[src/rtl/datapath_pkg.sv]
// Shared constants for the parametrised IR/ALU datapath: opcodes, ALU functions,
// controller states and flag bit positions.
package datapath_pkg;

    localparam int OP_ALU_R = 0;
    localparam int OP_ALU_I = 1;
    localparam int OP_LDMAR = 2;

    localparam logic [2:0] F_ADD  = 3'b000;
    localparam logic [2:0] F_SUB  = 3'b001;
    localparam logic [2:0] F_AND  = 3'b010;
    localparam logic [2:0] F_OR   = 3'b011;
    localparam logic [2:0] F_XOR  = 3'b100;
    localparam logic [2:0] F_SLL  = 3'b101;
    localparam logic [2:0] F_SRL  = 3'b110;
    localparam logic [2:0] F_PASS = 3'b111;

    typedef enum logic [1:0] {
        IDLE   = 2'd0,
        DECODE = 2'd1,
        EXEC   = 2'd2,
        WB     = 2'd3
    } state_e;

    // Positions inside the 4-bit {Z,N,C,V} flag vector.
    localparam int FLAG_Z = 3;
    localparam int FLAG_N = 2;
    localparam int FLAG_C = 1;
    localparam int FLAG_V = 0;

endpackage

[src/rtl/param_ir_alu_datapath_alu.sv]
// Combinational 8-function ALU producing a DW-bit result and {Z,N,C,V} flags.
module dp_alu
    import datapath_pkg::*;
#(
    parameter int DW = 16
) (
    input  logic [DW-1:0] a_i,
    input  logic [DW-1:0] b_i,
    input  logic [2:0]    funct_i,
    output logic [DW-1:0] res_o,
    output logic [3:0]    flags_o
);

    localparam int SHW = $clog2(DW);

    logic [DW-1:0] b_op;
    logic          cin;
    logic [DW:0]   sum;
    logic          c;
    logic          v;

    // SUB is A + ~B + 1, so the carry/overflow logic is shared with ADD.
    assign b_op = (funct_i == F_SUB) ? ~b_i : b_i;
    assign cin  = (funct_i == F_SUB);
    assign sum  = {1'b0, a_i} + {1'b0, b_op} + {{DW{1'b0}}, cin};

    always_comb begin
        res_o = '0;
        c     = 1'b0;
        v     = 1'b0;
        case (funct_i)
            F_ADD, F_SUB: begin
                res_o = sum[DW-1:0];
                c     = sum[DW];
                v     = (a_i[DW-1] == b_op[DW-1]) && (sum[DW-1] != a_i[DW-1]);
            end
            F_AND:   res_o = a_i & b_i;
            F_OR:    res_o = a_i | b_i;
            F_XOR:   res_o = a_i ^ b_i;
            F_SLL:   res_o = a_i << b_i[SHW-1:0];
            F_SRL:   res_o = a_i >> b_i[SHW-1:0];
            F_PASS:  res_o = b_i;
            default: res_o = '0;
        endcase
    end

    always_comb begin
        flags_o         = '0;
        flags_o[FLAG_Z] = (res_o == '0);
        flags_o[FLAG_N] = res_o[DW-1];
        flags_o[FLAG_C] = c;
        flags_o[FLAG_V] = v;
    end

endmodule

[src/rtl/param_ir_alu_datapath.sv]
// Four-cycle IR/MAR/ALU datapath: accept, decode + regfile read, execute, write back.
// Handshake: an instruction transfers on a rising edge where instr_valid && instr_ready.
module param_ir_alu_datapath
    import datapath_pkg::*;
#(
    parameter int DW   = 16,
    parameter int NREG = 4,
    parameter int OPW  = 4,
    localparam int RAW = $clog2(NREG),
    localparam int IMW = DW - OPW - 2*RAW - 3
) (
    input  logic            clk,
    input  logic            rst,
    input  logic [DW-1:0]   data_bus,
    input  logic            instr_valid,
    output logic            instr_ready,
    output logic [OPW-1:0]  opcode,
    output logic [RAW-1:0]  rd,
    output logic [RAW-1:0]  rs,
    output logic [2:0]      funct,
    output logic [IMW-1:0]  imm,
    output logic [DW-1:0]   mar,
    output logic [DW-1:0]   result,
    output logic [3:0]      flags,
    output logic            done,
    output logic            err,
    input  logic [RAW-1:0]  dbg_addr,
    output logic [DW-1:0]   dbg_data,
    output state_e          dbg_state
);

    state_e        state_q, state_d;
    logic [DW-1:0] ir_q, ir_d;
    logic [DW-1:0] a_q, a_d;
    logic [DW-1:0] b_q, b_d;
    logic [DW-1:0] mar_q, mar_d;
    logic [DW-1:0] res_q, res_d;
    logic [3:0]    flags_q, flags_d;
    logic [DW-1:0] rf_q [NREG];
    logic [DW-1:0] rf_d [NREG];

    logic [DW-1:0] alu_res;
    logic [3:0]    alu_flags;
    logic          is_alu_r, is_alu_i, is_ldmar, is_alu;

    assign opcode = ir_q[DW-1 -: OPW];
    assign rd     = ir_q[DW-OPW-1 -: RAW];
    assign rs     = ir_q[DW-OPW-RAW-1 -: RAW];
    assign funct  = ir_q[IMW+2 -: 3];
    assign imm    = ir_q[IMW-1:0];

    assign is_alu_r = (opcode == OPW'(OP_ALU_R));
    assign is_alu_i = (opcode == OPW'(OP_ALU_I));
    assign is_ldmar = (opcode == OPW'(OP_LDMAR));
    assign is_alu   = is_alu_r | is_alu_i;

    assign mar       = mar_q;
    assign result    = res_q;
    assign flags     = flags_q;
    assign dbg_data  = rf_q[dbg_addr];
    assign dbg_state = state_q;

    dp_alu #(.DW(DW)) u_alu (
        .a_i     (a_q),
        .b_i     (b_q),
        .funct_i (funct),
        .res_o   (alu_res),
        .flags_o (alu_flags)
    );

    always_comb begin
        state_d     = state_q;
        ir_d        = ir_q;
        a_d         = a_q;
        b_d         = b_q;
        mar_d       = mar_q;
        res_d       = res_q;
        flags_d     = flags_q;
        rf_d        = rf_q;
        done        = 1'b0;
        err         = 1'b0;
        instr_ready = (state_q == IDLE) && !rst;
        case (state_q)
            IDLE: begin
                if (instr_valid && instr_ready) begin
                    ir_d    = data_bus;
                    state_d = DECODE;
                end
            end
            DECODE: begin
                a_d     = rf_q[rd];
                b_d     = is_alu_i ? {{(DW-IMW){imm[IMW-1]}}, imm} : rf_q[rs];
                state_d = EXEC;
            end
            EXEC: begin
                if (is_alu) begin
                    res_d   = alu_res;
                    flags_d = alu_flags;
                end else if (is_ldmar) begin
                    mar_d = rf_q[rs];
                end
                state_d = WB;
            end
            WB: begin
                if (is_alu) begin
                    rf_d[rd] = res_q;
                end
                // Pulses are masked during reset so an aborted WB never reports retirement.
                done    = (is_alu || is_ldmar) && !rst;
                err     = !(is_alu || is_ldmar) && !rst;
                state_d = IDLE;
            end
            default: state_d = IDLE;
        endcase
    end

    always_ff @(posedge clk) begin
        if (rst) begin
            state_q <= IDLE;
            ir_q    <= '0;
            a_q     <= '0;
            b_q     <= '0;
            mar_q   <= '0;
            res_q   <= '0;
            flags_q <= '0;
            for (int i = 0; i < NREG; i++) begin
                rf_q[i] <= '0;
            end
        end else begin
            state_q <= state_d;
            ir_q    <= ir_d;
            a_q     <= a_d;
            b_q     <= b_d;
            mar_q   <= mar_d;
            res_q   <= res_d;
            flags_q <= flags_d;
            rf_q    <= rf_d;
        end
    end

endmodule

[config.mk]
export PLATFORM = sky130hd
export DESIGN_NAME = param_ir_alu_datapath
export DESIGN_NICKNAME = d
export VERILOG_FILES = /design/src/rtl/datapath_pkg.sv /design/src/rtl/param_ir_alu_datapath_alu.sv /design/src/rtl/param_ir_alu_datapath.sv
export SDC_FILE = /design/constraint.sdc
export NUM_CORES = 1
export LEC_CHECK = 0
export CORE_UTILIZATION = 50
export DETAILED_ROUTE_END_ITERATION = 10
export PLACE_DENSITY = 0.74
export SETUP_SLACK_MARGIN = 0.2
export SLEW_MARGIN = 20
export SYNTH_ARGS = -nofsm -noshare
export SYNTH_HDL_FRONTEND = slang
export SYNTH_SLANG_ARGS = --single-unit
[constraint.sdc]
create_clock -name clk -period 3.89 [get_ports clk]
set_clock_uncertainty 0.05 [all_clocks]
set_input_delay 0.389 -clock clk [delete_from_list [all_inputs] [get_ports clk]]
set_output_delay 0.389 -clock clk [all_outputs]
set_load 0.01 [all_outputs]
==> results.yml <==
place:
  hpwl_mm: 25.2
  gp_congestion: 0.983
  dpl-instance-area_mm2: 0.0115
  numPortBuffers: 93
logic_synthesis:
  syn_avg_cell_area_um2: 8.71
  synth_edf_count: 0
  synth.net_count: 1258
  netlist_instances: 1183
  ys_types: 78
  seq_area_frac_synth: 0.290
  netlist_area_mm2: 0.0103
  synth_ff_type: "dfxtp_1"
  synth_warnings: 0
  ys_seq_elements: 149
  synthArstFlopShare: 0
global_route:
  grt_pass1_vias: 9280
  grt_max_degree: 140
  grt_use_total: 0.341
  antenna_found_initial: 0
  grt_first_pass_wirelength_mm: 55.0
  grt-ovfl-total: 0
clock_tree:
  clk_latency_ns: 0.43
  cts_buffers: 17
  clockBufferDepth: 2
  cts_tree: "built"
  clkSinkCount: 149
  cts-root-buf: "clkbuf_16"
  cts.htree.levels: 4
  path_clk_slew_ns: 0.07
worst_setup_path:
  cp.arrival_ns: 3.75
  reg2reg_to: "flags[3]$_SDFFE_PP0P_"
  worst_ep_required_time_ns: 4.20
  r2r_slack_ns: 0.45
  r2r.worst_path.cells: 13
  r2r-start: "ir_q[6]$_SDFFE_PP0P_"
  path_max_fanout: 8
  critPathMaxStageDelay_ns: 0.38
  end_kind: "flop"
  cpMaxStageDelayCell: "a221oi_1"
  critical_path.endpoint: "flags[3]$_SDFFE_PP0P_"
  cp-start-kind: "flop"
  startpoint: "ir_q[6]$_SDFFE_PP0P_"
  critPathKind: "flop to flop"
  path_cells: "or2_1, nor2_4, xnor2_1, ha_1, a21oi_4, nand4b_1, o21ai_1, xnor2_1, a221oi_1, nand4_1, nor4_2, nand4_1, o21ai_1"
floorplanning:
  core_mm2: 0.0202
  die_w_um: 146
  rows: 52
  die_h_um: 146
  initial_core_util: 0.509
  die_area_mm2: 0.0212
  pin_count: 94
finish:
  n_fill_cell: 1720
  fin_area_mm2: 0.0122
  diodes: 0
  multiInputGateArea_mm2: 0.00676
  final_common_cell: "nand2_1"
  fin_nets: 1319
  area_growth_pct: 18.1
  postLayoutCoreUtil: 0.601
  final_cell_mix: "nand2_1, dfxtp_1, a21oi_1"
  drive_above_1_share: 0.146
  register_area_mm2: 0.00299
drt:
  vias_per_cell: 6.36
  route.detailed.wl_per_inst_um: 23.2
  ant_nets: 0
  vias: 9710
  post-route-drc-count: 0
  wl_mm: 35.5
  drt_iter0_drc: 1016
  dr.pass1.iters: 8
pwr:
  power.density_mw_per_mm2: 537
  leakage_nw: 4.42
  peakVddDrop_uv: 449
timing:
  worst_slew_pin_slew_ns: 0.842
  fin_crit_ns: 3.44
  post-route-period-util: 0.885
  max_freq_mhz: 290
  hold_viol: 0
  setup_viol: 0
  setup_tns_ns: 0
  rsz0062_at_grt: "no"
  whs_ns: 0.233
  slew_headroom: 0.439
  drv_slew: 0
job:
  cap_viol_max_count: 0
status:
  status: "complete, no violations"
min_path:
  holdPathStages: 2
  hp-class: "input port to flop"
-- per-layer routing --
| layer | global-route usage | part of all wire |
|---|---|---|
| met3 | 0.0611 | 0.085 |
| met2 | 0.545 | 0.47 |
| met1 | 0.446 | 0.40 |
| met4 | 0.168 | 0.043 |
| met5 | 0 | 0 |
-- registers in the layout (all words and copies together), names as in the netlist --
signal and cells:
ir_q 16, a_q 16, mar 16, result 15, rf_q 64, b_q 16, dbg_state 2, flags 4
-- worst max-delay path: cells and delay by family, from the launching register on --
| kind | cells | cell delay [ns] |
|---|---|---|
| AOI/OAI and AO/OA | 4 | 1.02 |
| adders and majority gates | 1 | 0.33 |
| xor gates and xnor gates | 2 | 0.28 |
| and+or+nand+nor | 6 | 1.37 |
| DFF | 1 | 0.32 |
-- worst min-delay path by stage --
stage / from / endpoint / slack (ns)
after floorplan: rf_q[16]$_SDFFE_PP0P_ / rf_q[16]$_SDFFE_PP0P_ / 0.40
after global placement: mar[15]$_SDFFE_PP0P_ / mar[15]$_SDFFE_PP0P_ / 0.40
after detailed placement: mar[12]$_SDFFE_PP0P_ / mar[12]$_SDFFE_PP0P_ / 0.40
after CTS: rst / flags[0]$_SDFFE_PP0P_ / 0.22
after global routing: rst / a_q[12]$_SDFFE_PP0N_ / 0.25
final: rst / dbg_state[1]$_SDFFE_PP0P_ / 0.23
-- through the flow --
stage	setup WS (ns)	power, mW	cells
6_report	0.446	6.53	1527
3_3_place_gp	0.333	4.77	1495
2_1_floorplan	0.215	3.83	1183
5_1_grt	0.192	6.85	1527
3_5_place_dp	0.265	4.79	1495
4_1_cts	0.211	6.48	1527
-- kinds of logic after synthesis --
| kind of cell | after synthesis | synth area share |
|---|---|---|
| AND/OR/NAND/NOR | 417 | 0.184 |
| AO/OA/AOI/OAI | 261 | 0.158 |
| flip-flops | 149 | 0.290 |
| buffers and inverters | 140 | 0.0598 |
| multiplexers | 139 | 0.223 |
| adder cells (fa/ha/maj) | 54 | 0.0663 |
| XOR/XNOR | 23 | 0.0196 |
-- synth_stat cells, drive strengths merged, types with 26 or more instances --
| cell | count | area share |
|---|---|---|
| nand2 | 200 | 0.073 |
| dfxtp | 149 | 0.29 |
| a21oi | 115 | 0.056 |
| nor2 | 100 | 0.036 |
| mux4 | 71 | 0.16 |
| clkbuf | 67 | 0.024 |
| mux2i | 57 | 0.055 |
| ha | 53 | 0.064 |
| o21ai | 42 | 0.021 |
| inv | 39 | 0.014 |
| buf | 33 | 0.021 |
| a211oi | 26 | 0.019 |
-- layout make-up --
class / count / area share
multi-input combinational: 894 / 0.556
sequential: 149 / 0.245
timing repair buffer: 142 / 0.110
clock buffer: 18 / 0.0353
tap: 270 / 0.0278
clock inverter: 14 / 0.0139
inverter: 40 / 0.0123
-- what timing repair did --
| action | 4_1_cts | 5_1_grt |
|---|---|---|
| setup endpoints to repair | 0 | 3 |
| gates resized for setup | 0 | 4 |
| buffers inserted | 0 | 0 |
| hold buffers | 0 | 0 |
| hold endpoints to repair | 0 | 0 |
-- power by group --
group | leakage, nW | internal (mW) | switching (mW) | total, mW
Clock | 0.287 | 0.964 | 0.727 | 1.69
Sequential | 1.21 | 1.69 | 0.285 | 1.98
Combinational | 2.93 | 1.17 | 1.70 | 2.86
Total | 4.42 | 3.82 | 2.71 | 6.53
Note: power is estimated with default switching activity, not from simulation.
